$ cat config.mk
export PLATFORM = sky130hd
export DESIGN_NAME = writeback_arbiter
export DESIGN_NICKNAME = d
export VERILOG_FILES = /design/src/rtl/writeback_arbiter.sv
export SDC_FILE = /design/constraint.sdc
export NUM_CORES = 1
export LEC_CHECK = 0
export ABC_AREA = 1
export CELL_PAD_IN_SITES_DETAIL_PLACEMENT = 1
export CELL_PAD_IN_SITES_GLOBAL_PLACEMENT = 2
export CORE_AREA = 2 2 142 144
export DETAILED_ROUTE_END_ITERATION = 10
export DIE_AREA = 0 0 144 146
export PLACE_DENSITY = 0.76
export SYNTH_ARGS = -nofsm -noshare
export SYNTH_HDL_FRONTEND = slang
export SYNTH_SLANG_ARGS = --single-unit
$ cat constraint.sdc
create_clock -name clk -period 1.8 [get_ports clk]
set_input_delay 0.18 -clock clk [delete_from_list [all_inputs] [get_ports clk]]
set_output_delay 0.18 -clock clk [all_outputs]
set_load 0.05 [all_outputs]
$ cat src/rtl/writeback_arbiter.sv
// Register-file write-port arbiter: merges ALU results and load responses, extends load data, tracks pending loads.
// Optional retire counter output o_retire_count when WB_RETIRE_COUNT_EN is defined.
module writeback_arbiter #(
   parameter int unsigned DATA_WIDTH = 32,
   parameter int unsigned ADDR_WIDTH = 5
`ifdef WB_RETIRE_COUNT_EN
   , parameter int unsigned RETIRE_WIDTH = 64
`endif
) (
   input  logic                       clk,
   input  logic                       reset,
   input  logic                       i_alu_valid,
   output logic                       o_alu_ready,
   input  logic [ADDR_WIDTH-1:0]      i_alu_rd,
   input  logic [DATA_WIDTH-1:0]      i_alu_data,
   input  logic                       i_load_valid,
   output logic                       o_load_ready,
   input  logic [ADDR_WIDTH-1:0]      i_load_rd,
   input  logic [DATA_WIDTH-1:0]      i_load_data,
   input  logic [2:0]                 i_load_funct3,
   input  logic [1:0]                 i_load_byte_offset,
   input  logic                       i_issue_load_valid,
   input  logic [ADDR_WIDTH-1:0]      i_issue_load_rd,
   output logic                       o_rf_write_enable,
   output logic [ADDR_WIDTH-1:0]      o_rf_write_address,
   output logic [DATA_WIDTH-1:0]      o_rf_write_data,
   output logic [2**ADDR_WIDTH-1:0]   o_rd_busy
`ifdef WB_RETIRE_COUNT_EN
   , output logic [RETIRE_WIDTH-1:0]  o_retire_count
`endif
);

   localparam int unsigned NREGS = 2**ADDR_WIDTH;

   logic                  load_fire;
   logic                  alu_fire;
   logic                  wb_fire;
   logic [ADDR_WIDTH-1:0] wb_rd;
   logic [DATA_WIDTH-1:0] wb_data;
   logic [7:0]            load_byte;
   logic [15:0]           load_half;
   logic [DATA_WIDTH-1:0] load_ext;
   logic [NREGS-1:0]      busy_next;

   // Loads have fixed priority; the ALU only gets the port on load-free cycles.
   assign o_load_ready = !reset;
   assign o_alu_ready  = !reset && !i_load_valid;
   assign load_fire    = i_load_valid && o_load_ready;
   assign alu_fire     = i_alu_valid && o_alu_ready;
   assign wb_fire      = load_fire || alu_fire;
   assign wb_rd        = load_fire ? i_load_rd : i_alu_rd;
   assign wb_data      = load_fire ? load_ext : i_alu_data;

   // Lane extraction and sign/zero extension of the returned memory word.
   always_comb begin
      load_byte = i_load_data[{i_load_byte_offset, 3'b000} +: 8];
      load_half = i_load_data[{i_load_byte_offset[1], 4'b0000} +: 16];
      case (i_load_funct3)
         3'b000:  load_ext = {{(DATA_WIDTH-8){load_byte[7]}}, load_byte};
         3'b001:  load_ext = {{(DATA_WIDTH-16){load_half[15]}}, load_half};
         3'b100:  load_ext = {{(DATA_WIDTH-8){1'b0}}, load_byte};
         3'b101:  load_ext = {{(DATA_WIDTH-16){1'b0}}, load_half};
         default: load_ext = i_load_data;
      endcase
   end

   // Returning load clears its bit; a new issue to the same rd wins; x0 never busy.
   always_comb begin
      busy_next = o_rd_busy;
      if (load_fire) busy_next[i_load_rd] = 1'b0;
      if (i_issue_load_valid) busy_next[i_issue_load_rd] = 1'b1;
      busy_next[0] = 1'b0;
   end

   always_ff @(posedge clk) begin
      if (reset) begin
         o_rf_write_enable  <= 1'b0;
         o_rf_write_address <= '0;
         o_rf_write_data    <= '0;
         o_rd_busy          <= '0;
      end else begin
         o_rf_write_enable <= wb_fire && (wb_rd != '0);
         // Address/data only move on a real write so they hold the last written values.
         if (wb_fire && (wb_rd != '0)) begin
            o_rf_write_address <= wb_rd;
            o_rf_write_data    <= wb_data;
         end
         o_rd_busy <= busy_next;
      end
   end

`ifdef WB_RETIRE_COUNT_EN
   always_ff @(posedge clk) begin
      if (reset) o_retire_count <= '0;
      else if (wb_fire) o_retire_count <= o_retire_count + RETIRE_WIDTH'(1);
   end
`endif

endmodule

==> results.py, run 1 <==
metrics = {
    "placed_design": {
        "placedCellCount": 1171,
        "gp_congestion": 0.797,
        "post-dp-hpwl_mm": 14.2,
        "dpl-instance-area_um2": 6500,
        "portBuffers": 159,
        "dpl_worst_slack_ns": -0.160,
    },
    "grt": {
        "track_usage": 0.175,
        "grt_util_met3": 0.0652,
        "grt.met1_usage": 0.213,
        "grt_start_max_net_pins": 32,
        "grt_first_pass_wirelength_mm": 28.2,
        "antenna_found_initial": 3,
        "grt_pass1_vias": 5323,
        "overflow": 0,
        "grt-busiest-layer": "met2",
        "use_met2": 0.294,
    },
    "detailed_routing": {
        "drtIter0Drc": 166,
        "via_per_inst": 4.33,
        "wl_per_cell_um": 15.2,
        "drt_wl_total_mm": 18.0,
        "first_pass_iters": 4,
        "drcViolationCount": 0,
        "via_count": 5137,
        "drt.antenna.violating_nets": 0,
    },
    "worst_setup_path": {
        "crit_path_start_kind": "flop",
        "crit_buf_inv": 1,
        "critical_path_required_ns": 1.62,
        "crit_arrival_ns": 1.56,
        "crit_path_max_incr_delay_ns": 0.83,
        "worstPathCellList": "clkdlybuf4s50_1",
        "path_max_fanout": 2,
        "crit_type": "reg -> out",
        "reg2reg_depth": 2,
        "cpLargestDelayFamily": "buffers and inverters",
        "cp-end-kind": "primary output",
        "slowest_stage": "clkdlybuf4s50_1",
        "cp_num_cells": 1,
    },
    "clock_tree": {
        "clock_path_buffers": 2,
        "cts_post_setup_buffers_inserted": 0,
        "cts-buffers-inserted": 9,
        "cts_max_level": 3,
        "clkLatencyLatePin_ns": 0.35,
        "cts.sinks": 69,
        "cts_tree": "built",
        "cts_hold_buf": 0,
        "postCtsResizedCells": 0,
        "clkSlewWorstSetupHoldPaths_ns": 0.06,
        "root_buffer": "clkbuf_16",
    },
    "layout": {
        "syn2layout_area_growth_pct": 61.3,
        "multi_input_area_um2": 2320,
        "design_area_um2": 6770,
        "fillCellCount": 2499,
        "instances_no_fill": 1187,
        "final_core_util": 0.350,
        "layout.nets": 1006,
        "drive_above_1_share": 0.132,
        "register_area_um2": 1380,
    },
    "die": {
        "die_h_um": 146,
        "core_um2": 19300,
        "dieArea_um2": 21000,
        "io_pins": 161,
        "die_w_um": 144,
        "rows": 51,
        "initial_core_util": 0.217,
    },
    "synthesis": {
        "synth_edf_count": 0,
        "synth_area_um2": 4200,
        "synth_fp_nets": 801,
        "ys_warn_count": 0,
        "async_flop_share": 0,
        "ys_seq_area_frac": 0.329,
        "ys_seq_elements": 69,
        "synth_cells": 712,
        "syn_avg_cell_area_um2": 5.90,
        "synth-main-ff-cell": "dfxtp_1",
        "ys_types": 28,
    },
    "run": {
        "cap_viol_max_count": 0,
    },
    "power_and_ir_drop": {
        "powerDensity_nw_per_um2": 705,
        "power_mw": 4.77,
        "vdd_drop_max_uv": 460,
        "seq_power_share": 0.347,
        "switching_share": 0.342,
        "pwr-share-comb": 0.301,
        "intPower_mw": 3.14,
        "p_sw_mw": 1.63,
        "leakagePower_nw": 3.13,
        "clkPwrFrac": 0.353,
    },
    "sta": {
        "tns_ns": 0,
        "finalSetupViolCount": 0,
        "tightest_slew_ns": 0.548,
        "fin_crit_sh": 0.964,
        "max_slew_margin": 0.634,
        "period_minus_slack_ns": 1.74,
        "hold_viol": 0,
        "setup_ws_ns": 0.0649,
        "fmax_mhz": 576,
        "rsz0062_at_grt": "no",
        "skew_ns": 0,
        "timing.hold.ws_ns": 0.470,
        "drv_slew": 0,
    },
    "run_status": {
        "status": "completed",
    },
    "hold_path": {
        "hp-class": "reg -> reg",
        "min_path_cells": 2,
    },
}
## sequential cells by signal, indices dropped and copies added, names as in the netlist
signal,flops
o_rf_write_address,5
o_rf_write_data,32
o_rd_busy,31
o_rf_write_enable,1
## cell families (layout without fill, tap and decap cells)
logic type / count (synthesis) / in the layout / share of synthesized area
other: 1 / 2 / 0.000893
buffers and inverters: 113 / 322 / 0.118
flip-flops: 69 / 69 / 0.329
AO/OA/AOI/OAI: 114 / 114 / 0.142
AND/OR/NAND/NOR: 415 / 415 / 0.410
## layer usage
layer,up-vias,share of wire
met5,-,0.0014
met4,4,0.0081
met3,15,0.075
met2,121,0.47
met1,2379,0.45
li1,2618,-
## synth_stat cells, types with 2 or more instances
cell type | instances | share of area
nor2_1 | 99 | 0.089
or2_2 | 19 | 0.028
buf_1 | 2 | 0.0018
o21ai_0 | 40 | 0.048
nand3_1 | 42 | 0.050
clkbuf_1 | 14 | 0.013
a21boi_0 | 7 | 0.013
clkinv_1 | 2 | 0.0018
nor2_2 | 3 | 0.0045
a21oi_1 | 63 | 0.075
nand2_4 | 2 | 0.0054
nand2_1 | 236 | 0.21
dfxtp_1 | 69 | 0.33
nor3_1 | 9 | 0.011
buf_6 | 5 | 0.013
buf_4 | 5 | 0.0089
inv_1 | 75 | 0.067
o21ai_1 | 2 | 0.0024
nand2_2 | 2 | 0.0030
buf_2 | 8 | 0.0095
## layout by cell type, fill, tap and decap left out
| master | instances |
|---|---|
| inv_1 | 75 |
| buf_12 | 6 |
| clkbuf_1 | 1 |
| dfxtp_1 | 69 |
| a21oi_2 | 1 |
| nor2_2 | 3 |
| clkinv_1 | 2 |
| clkinv_2 | 1 |
| o21ai_1 | 2 |
| clkbuf_16 | 9 |
| a21boi_0 | 7 |
| nand3b_1 | 1 |
| inv_2 | 1 |
| clkinv_4 | 1 |
| or2_2 | 19 |
| buf_4 | 70 |
| clkinvlp_4 | 2 |
| nand3_1 | 42 |
| nand2_2 | 2 |
| a21oi_1 | 63 |
| nand3_4 | 1 |
| o21ai_0 | 40 |
| clkdlybuf4s50_1 | 152 |
| conb_1 | 1 |
| nor2_1 | 99 |
| inv_6 | 2 |
| nor3_1 | 9 |
| diode_2 | 1 |
| nor2_4 | 1 |
| o21ai_2 | 1 |
| nand2_4 | 2 |
| nand2_1 | 236 |
## worst reg2reg max path, delay by kind of cell (launching register included)
family / cells / cell delay [ns]
compound gates: 2 / 0.24
flops: 1 / 0.37
## power groups by stage
stage	clock network [mW]	logic, mW	registers [mW]
4_1_cts	1.76	1.46	1.66
5_1_grt	1.79	1.57	1.66
2_1_floorplan	0	0.509	1.96
6_report	1.68	1.43	1.66
3_3_place_gp	0	1.44	1.69
3_5_place_dp	0	1.45	1.69
## area by class of cell
class                   count  share of cell area
diodes                      1            0.000370
well taps                 265              0.0490
multi-input cells         530               0.343
clock inverters             5             0.00554
flip-flops and latches     69               0.204
repair buffers            228               0.320
inverters                  79              0.0445
clock buffers              10              0.0338
## path summary, 6_finish.rpt
path | start | to | slack (ns)
worst max-delay path | o_rd_busy[17] | o_rd_busy[17] | 0.06
worst min register to register | o_rd_busy[27] | o_rd_busy[27] | 0.47
worst min-delay path | o_rd_busy[27] | o_rd_busy[27] | 0.47
worst max register to register | o_rd_busy[29] | o_rd_busy[29] | 1.12
(Power assumes the default switching activity.)
==> run 2, diff against run 1 <==
==> constraint.sdc (replaced) <==
create_clock -name clk -period 1.7 [get_ports clk]
set_input_delay 0.17 -clock clk [delete_from_list [all_inputs] [get_ports clk]]
set_output_delay 0.17 -clock clk [all_outputs]
set_load 0.05 [all_outputs]
==> run 2 against run 1 <==
Compared with the run above: die area unchanged; routed wire length barely moved; non-clock buffer count rose by 7; sequential cell count unchanged; clock skew stayed put; largest power group unchanged; highest routed layer unchanged.
==> results.py, run 2 (synthesis gave the netlist of run 1 again) <==
metrics = {
    "sta": {
        "drv_slew": 0,
        "fin_crit_sh": 0.988,
        "timing.hold.ws_ns": 0.293,
        "max_slew_margin": 0.658,
        "fmax_mhz": 596,
        "rsz0062_at_grt": "no",
        "hold_viol": 0,
        "period_minus_slack_ns": 1.68,
        "skew_ns": 0,
        "tightest_slew_ns": 0.512,
        "finalSetupViolCount": 0,
    },
    "clock_tree": {
        "cts_max_level": 3,
        "cts-buffers-inserted": 9,
        "cts_post_setup_buffers_inserted": 0,
        "postCtsResizedCells": 6,
        "clock_path_buffers": 2,
        "cts_hold_buf": 0,
        "cts_tree": "built",
        "clkSlewWorstSetupHoldPaths_ns": 0.06,
        "cts.sinks": 69,
        "clkLatencyLatePin_ns": 0.35,
        "root_buffer": "clkbuf_16",
    },
    "layout": {
        "syn2layout_area_growth_pct": 62.5,
        "instances_no_fill": 1194,
        "largest_register_ffs": 32,
        "layout.nets": 1013,
        "final_core_util": 0.353,
        "final_cell_mix": "nand2_1 (236), buf_4 (105), clkdlybuf4s50_1 (103), nor2_1 (99), inv_1 (75)",
        "top_regs": "o_rf_write_data x32, o_rd_busy x31, o_rf_write_address x5",
        "regMostFlops": "o_rf_write_data",
        "drive_above_1_share": 0.173,
        "layout_commonest_cell": "nand2_1",
        "insertedDiodeCount": 0,
    },
    "die": {
        "dieArea_um2": 21000,
        "die_w_um": 144,
        "rows": 51,
        "core_um2": 19300,
        "io_pins": 161,
        "die_h_um": 146,
        "initial_core_util": 0.217,
    },
    "detailed_routing": {
        "drt.antenna.violating_nets": 0,
        "drtIter0Drc": 143,
        "drt_wl_total_mm": 18.0,
        "via_count": 5100,
        "via_per_inst": 4.27,
        "drcViolationCount": 0,
        "first_pass_iters": 6,
        "wl_per_cell_um": 15.1,
    },
    "placed_design": {
        "post-dp-hpwl_mm": 14.3,
        "portBuffers": 159,
        "gp_congestion": 0.811,
        "placedCellCount": 1178,
    },
    "worst_setup_path": {
        "path_max_fanout": 2,
        "crit_path_start_kind": "flop",
        "crit_buf_inv": 1,
        "cp-end-kind": "primary output",
        "crit_path_max_incr_delay_ns": 0.81,
        "cpLargestDelayFamily": "buffers and inverters",
        "critical_path_required_ns": 1.53,
        "slowest_stage": "clkdlybuf4s50_1",
        "crit_arrival_ns": 1.51,
        "crit_type": "reg -> out",
        "worstPathCellList": "clkdlybuf4s50_1",
        "reg2reg_slack_ns": 1.02,
    },
    "grt": {
        "grt_first_pass_wirelength_mm": 27.9,
        "antenna_found_initial": 2,
        "grt_start_max_net_pins": 32,
        "overflow": 0,
        "track_usage": 0.172,
        "grt_pass1_vias": 5282,
    },
    "power_and_ir_drop": {
        "vdd_drop_max_uv": 458,
        "powerDensity_nw_per_um2": 766,
        "leakagePower_nw": 3.48,
    },
    "hold_path": {
        "hp-class": "in -> reg",
    },
    "run_status": {
        "status": "completed",
    },
    "run": {
        "cap_viol_max_count": 0,
    },
}
-- run 2: cell types whose count changed in the layout (fill, tap and decap cells not counted), moves of 6 or more --
cell	change
dlygate4sd2_1	+6
buf_4	+35
clkdlybuf4s50_1	-49
dlymetal6s2s_1	+13
-- run 2: final cells by class --
cell class                      count  area [µm²]
Multi-Input combinational cell    530        2320
Inverter                           79         302
Sequential cell                    69        1380
Clock inverter                      7        73.8
Fill cell                        2512       12500
Clock buffer                        9         225
Timing Repair Buffer              235        2190
Tap cell                          265         332
-- run 2: power breakdown --
part           switching [mW]  internal [mW]  leakage (nW)  total [mW]
Combinational           0.885          0.625          2.77        1.51
Sequential             0.0481           1.70         0.565        1.75
Clock                   0.817           1.14         0.146        1.96
Total                    1.75           3.47          3.48        5.22
-- run 2: path summary, 6_finish.rpt --
check	startpoint	endpoint	depth (start not counted)
worst max-delay path	o_rd_busy[31]	o_rd_busy[31]	1
worst min register to register	o_rf_write_address[2]	o_rf_write_address[2]	2
worst max register to register	o_rf_write_data[24]	o_rf_write_data[24]	4
worst min-delay path	reset	o_rf_write_address[2]	3
-- run 2: per-layer routing --
layer | track usage | share of wire | up-vias
met3 | 0.0559 | 0.073 | 20
met1 | 0.208 | 0.44 | 2321
li1 | - | - | 2630
met5 | 0 | 0.0015 | -
met2 | 0.293 | 0.47 | 125
met4 | 0.0417 | 0.013 | 4
-- run 2: through the flow --
step | setup WS [ns] | area [µm²] | TNS [ns] | power (mW)
6_report | 0.0210 | 6820 | 0 | 5.22
5_1_grt | 0.000159 | 6820 | 0 | 5.49
4_1_cts | 0.000825 | 6780 | 0 | 5.31
3_5_place_dp | -0.280 | 6490 | -11.55 | 3.32
3_3_place_gp | -0.237 | 6490 | -10.25 | 3.31
2_1_floorplan | 0.340 | 4200 | 0 | 2.62
